==> src/rtl/beatmap_pkg.sv <==
// Shared types and helpers for the beatmap note scheduler: FSM states, lane width
// and the upstream word legality check.
package beatmap_pkg;

    localparam int LANE_W = 3;

    typedef enum logic [1:0] {
        IDLE      = 2'd0,
        WAIT_BEAT = 2'd1,
        PRESENT   = 2'd2
    } state_t;

    // A word is legal when only the lane field is populated and the lane exists.
    function automatic logic word_is_legal(input logic [7:0] word, input int lanes);
        return (word[7:5] == 3'b000) && (word[1:0] == 2'b00) &&
               (int'({29'd0, word[4:2]}) < lanes);
    endfunction

endpackage

==> src/rtl/note_fifo.sv <==
// Lane-code FIFO: DEPTH entries of LANE_W bits, with a registered occupancy count.
// A push into a full FIFO is accepted when a pop happens in the same cycle.
module note_fifo
    import beatmap_pkg::*;
#(
    parameter int DEPTH = 8
) (
    input  logic                     clk,
    input  logic                     resetn,
    input  logic                     push,
    input  logic [LANE_W-1:0]        wdata,
    input  logic                     pop,
    output logic [LANE_W-1:0]        rdata,
    output logic [$clog2(DEPTH):0]   count,
    output logic                     full,
    output logic                     empty
);

    localparam int AW = $clog2(DEPTH);
    localparam int CW = AW + 1;

    logic [AW-1:0]     wr_ptr;
    logic [AW-1:0]     rd_ptr;
    logic [CW-1:0]     cnt;
    logic [LANE_W-1:0] mem [DEPTH];
    logic              do_push;
    logic              do_pop;

    assign full    = (cnt == CW'(DEPTH));
    assign empty   = (cnt == '0);
    assign do_pop  = pop && !empty;
    assign do_push = push && (!full || do_pop);
    assign rdata   = mem[rd_ptr];
    assign count   = cnt;

    always_ff @(posedge clk or negedge resetn) begin
        if (!resetn) begin
            wr_ptr <= '0;
            rd_ptr <= '0;
            cnt    <= '0;
        end else begin
            // DEPTH is a power of two, so the pointers wrap naturally.
            if (do_push) wr_ptr <= wr_ptr + AW'(1);
            if (do_pop)  rd_ptr <= rd_ptr + AW'(1);
            case ({do_push, do_pop})
                2'b10:   cnt <= cnt + CW'(1);
                2'b01:   cnt <= cnt - CW'(1);
                default: cnt <= cnt;
            endcase
        end
    end

    // Storage needs no reset: entries are only read between valid pointers.
    always_ff @(posedge clk) begin
        if (do_push) mem[wr_ptr] <= wdata;
    end

endmodule

==> src/rtl/beatmap_note_scheduler.sv <==
// Beatmap note scheduler: decodes upstream lane words into a FIFO and releases
// one note per beat_tick to a valid/ready consumer while playback runs.
module beatmap_note_scheduler
    import beatmap_pkg::*;
#(
    parameter int DEPTH = 8,
    parameter int LANES = 5
) (
    input  logic                   clk,
    input  logic                   resetn,
    input  logic                   data_en,
    input  logic [7:0]             data,
    input  logic                   beat_tick,
    input  logic                   game_run,
    input  logic                   note_ready,
    output logic                   note_valid,
    output logic [LANE_W-1:0]      note_lane,
    output logic [7:0]             note_beat,
    output logic [$clog2(DEPTH):0] fifo_count,
    output logic                   full,
    output logic                   empty,
    output logic [7:0]             drop_cnt,
    output state_t                 dbg_state,
    output logic [7:0]             dbg_beat_cnt
);

    state_t            state;
    state_t            next_state;
    logic [7:0]        beat_cnt;
    logic              word_legal;
    logic              push_ok;
    logic              pop;
    logic [LANE_W-1:0] head_lane;

    assign word_legal = word_is_legal(data, LANES);
    assign push_ok    = data_en && word_legal && (!full || pop);

    note_fifo #(
        .DEPTH (DEPTH)
    ) u_fifo (
        .clk    (clk),
        .resetn (resetn),
        .push   (push_ok),
        .wdata  (data[4:2]),
        .pop    (pop),
        .rdata  (head_lane),
        .count  (fifo_count),
        .full   (full),
        .empty  (empty)
    );

    always_ff @(posedge clk or negedge resetn) begin
        if (!resetn) begin
            drop_cnt <= '0;
        end else if (data_en && !push_ok && (drop_cnt != 8'hFF)) begin
            drop_cnt <= drop_cnt + 8'd1;
        end
    end

    always_ff @(posedge clk or negedge resetn) begin
        if (!resetn) begin
            beat_cnt <= '0;
        end else if (game_run && beat_tick) begin
            beat_cnt <= beat_cnt + 8'd1;
        end
    end

    always_ff @(posedge clk or negedge resetn) begin
        if (!resetn) begin
            state <= IDLE;
        end else begin
            state <= next_state;
        end
    end

    // Output handshake: note_valid is high exactly in PRESENT; a note is consumed in
    // the cycle where note_valid && note_ready, and lane/beat hold until then.
    always_comb begin
        next_state = state;
        pop        = 1'b0;
        case (state)
            IDLE: begin
                if (game_run) next_state = WAIT_BEAT;
            end
            WAIT_BEAT: begin
                if (!game_run) begin
                    next_state = IDLE;
                end else if (beat_tick && !empty) begin
                    pop        = 1'b1;
                    next_state = PRESENT;
                end
            end
            PRESENT: begin
                if (!game_run) begin
                    next_state = IDLE;
                end else if (note_ready) begin
                    next_state = WAIT_BEAT;
                end
            end
            default: next_state = IDLE;
        endcase
    end

    // note_beat captures the beat index before this tick's increment.
    always_ff @(posedge clk or negedge resetn) begin
        if (!resetn) begin
            note_lane <= '0;
            note_beat <= '0;
        end else if (pop) begin
            note_lane <= head_lane;
            note_beat <= beat_cnt;
        end
    end

    assign note_valid   = (state == PRESENT);
    assign dbg_state    = state;
    assign dbg_beat_cnt = beat_cnt;

endmodule

==> config.mk <==
export PLATFORM = sky130hd
export DESIGN_NAME = beatmap_note_scheduler
export DESIGN_NICKNAME = d
export VERILOG_FILES = /design/src/rtl/beatmap_pkg.sv /design/src/rtl/note_fifo.sv /design/src/rtl/beatmap_note_scheduler.sv
export SDC_FILE = /design/constraint.sdc
export NUM_CORES = 1
export LEC_CHECK = 0
export BUFFER_PORTS_ARGS = -buffer_cell sky130_fd_sc_hd__buf_2
export CAP_MARGIN = 10
export CORE_MARGIN = 2
export CORE_UTILIZATION = 55
export DETAILED_ROUTE_END_ITERATION = 10
export GPL_ROUTABILITY_DRIVEN = 0
export PLACE_DENSITY = 0.8
export SKIP_CTS_REPAIR_TIMING = 1
export SLEW_MARGIN = 15
export SYNTH_ARGS = -nofsm -noshare
export SYNTH_HDL_FRONTEND = slang
export SYNTH_SLANG_ARGS = --single-unit
==> constraint.sdc <==
create_clock -name clk -period 4.6 [get_ports clk]
set_input_delay 0.92 -clock clk [delete_from_list [all_inputs] [get_ports clk]]
set_output_delay 0.92 -clock clk [all_outputs]
set_load 0.01 [all_outputs]
==> flow_summary.toml <==
[detailed_routing]
wl_um = 4710
via_per_inst = 5.38
drc = 0
num_vias = 1695
drtAntennaViolNets = 0
first_pass_iters = 4
wl_per_cell_um = 15.0
first_iter_violations = 70

[synthesis]
synth_cell_types = 42
syn-cell-area_mm2 = 0.00275
syn_inst = 191
syn_nets = 212
ys_async_sr_fraction = 0.619
yosysWarnings = 0
synth-seq-area-share = 0.617
ys.flop_type = "dfrtp_1"
ys_seq_elements = 63
synth_edf_count = 24
avgSynthCellArea_um2 = 14.4

[floorplan]
die_w_um = 74.7
placeableCoreArea_mm2 = 0.00479
num_rows = 25
start_util = 0.574
ios = 50
die_h_um = 74.7
die_area_mm2 = 0.00558

[final_layout]
utilization = 0.674
n_antenna_cell = 0
final_common_cell = "buf_2"
multi_input_area_um2 = 986
ff_latch_area_mm2 = 0.00170
nets = 265
final_cell_area_mm2 = 0.00322
num-fill-cells = 355
drive_above_1_share = 0.331
stdcell_count = 315
layout_common_cells = "buf_2, dfrtp_1, edfxtp_1"
synthToLayoutAreaGrowth_pct = 17.3

[sta]
rsz0062_at_grt = "false"
fin_skew_ns = 0.0105
setup_tns_ns = 0
finalCritPeriodShare = 0.611
finalSetupViolations = 0
max-slew-margin-rel = 0.425
drv_slew = 0
hold_viol_final = 0
whs_ns = 0.490
setup_ws_ns = 1.79
fin_crit_ns = 2.81
fmaxAchievable_ghz = 0.356
max_slew.worst_pin.slew_ns = 0.863

[placed_design]
dp.cells = 300
hpwlAfterDp_um = 3320
placed_area_mm2 = 0.00303
io_buffers = 49
dpl_worst_slack_ns = 1.45

[worst_setup_path]
cp.arrival_ns = 3.01
critical_path_class = "reg2reg"
cp-start-kind = "flop"
crit_fanout = 10
required_ns = 4.81
crit_path_end_kind = "flop"

[clock_network]
cts_sinks = 63
cts.path.max_buffers = 2
h-tree-depth = 3
cts_tree = "done"
cts_buffers = 9
path_clk_slew_ns = 0.06
clock_latency_ns = 0.33
ctsRootBufferMaster = "clkbuf_8"

[global_routing]
grt_pass1_vias = 1592
grt_pass1_wl_um = 7620
track_usage = 0.190
grt_overflow = 0
antenna_found_initial = 0
grt_start_max_net_pins = 40

[job]
maxCapViolations = 0

[pwr]
cellPowerDensity_mw_per_mm2 = 579
clkPwrFrac = 0.250
switching_share = 0.318
max-vdd-ir-drop_mv = 0.396
internal-power_mw = 1.27
power_mw = 1.87
seqPwrFrac = 0.479
comb_power_share = 0.271
power_switching_uw = 593
p_leak_nw = 1.39

[min_path]
hp-class = "reg2reg"

[status]
status = "complete, no violations"
## worst max-delay path: stages (launching register included)
cell	delay, ns
dfrtp_1	0.46
nor4_2	0.32
nand2b_1	0.18
or3_1	0.48
inv_6	0.10
ha_1	0.29
xor2_1	0.16
ha_1	0.18
a21oi_1	0.14
xor2_1	0.16
nor2_1	0.06
xor2_1	0.14
## cells by family (layout without fill, tap and decap cells)
group	Yosys count	count (layout)	synth area share
simple gates	53	53	0.111
xor+xnor	23	23	0.0733
mux	21	21	0.111
fa+ha+maj	7	7	0.0319
buf+inv	11	68	0.0241
compound gates	13	13	0.0319
flops	63	63	0.617
## area by class of cell
| type | count | share of cell area |
|---|---|---|
| Sequential cell | 63 | 0.526 |
| Multi-Input combinational cell | 117 | 0.306 |
| Timing Repair Buffer | 49 | 0.0761 |
| Clock buffer | 14 | 0.0504 |
| Tap cell | 67 | 0.0260 |
| Clock inverter | 1 | 0.00931 |
| Inverter | 4 | 0.00621 |
## sequential cells by signal, summed over array words and instances, names as in the netlist
register       cells
u_fifo.mem        24
u_fifo.wr_ptr      3
u_fifo.rd_ptr      3
note_beat          8
dbg_state          2
note_lane          3
dbg_beat_cnt       8
u_fifo.count       4
drop_cnt           8
## power by group through the flow
stage                     Clock [mW]  Sequential, mW  Combinational [mW]
after floorplan                    0           0.893               0.339
final                          0.467           0.895               0.505
after CTS                      0.479           0.899               0.516
after detailed placement           0           0.905               0.512
after global routing           0.503           0.926               0.565
after global placement             0           0.903               0.495
## metal layers
layer | part of all wire | vias to the layer above | GRT usage
li1 | - | 810 | -
met1 | 0.43 | 829 | 0.259
met2 | 0.50 | 46 | 0.287
met3 | 0.044 | 10 | 0.0535
met4 | 0.023 | 0 | 0.0893
met5 | 0 | - | 0
## final timing paths
kind | startpoint | end | slack, ns | depth (start not counted)
min in group asynchronous | resetn | note_lane[2] | 0.70 | 1
hold reg to reg | drop_cnt[5] | drop_cnt[5] | 0.49 | 1
max in group asynchronous | resetn | drop_cnt[4] | 3.35 | 1
setup reg to reg | u_fifo.count[2] | u_fifo.count[2] | 1.79 | 11
hold / removal | drop_cnt[5] | drop_cnt[5] | 0.49 | 1
setup / recovery | u_fifo.count[2] | u_fifo.count[2] | 1.79 | 11
## synthesized netlist by cell type, types with 3 or more instances
cell | n | area, µm²
nor3_1 | 4 | 20.0
xnor2_1 | 16 | 140
xor2_1 | 7 | 61.3
mux2i_1 | 3 | 30.0
nand3_1 | 5 | 25.0
mux2_2 | 11 | 124
nand4_1 | 5 | 31.3
a21oi_1 | 4 | 20.0
nor2_1 | 7 | 26.3
edfxtp_1 | 24 | 721
ha_1 | 7 | 87.6
mux4_2 | 6 | 135
and3_1 | 3 | 18.8
buf_1 | 3 | 11.3
dfrtp_1 | 39 | 976
nand2_1 | 11 | 41.3
No activity file was read; power rests on OpenSTA's default activity.
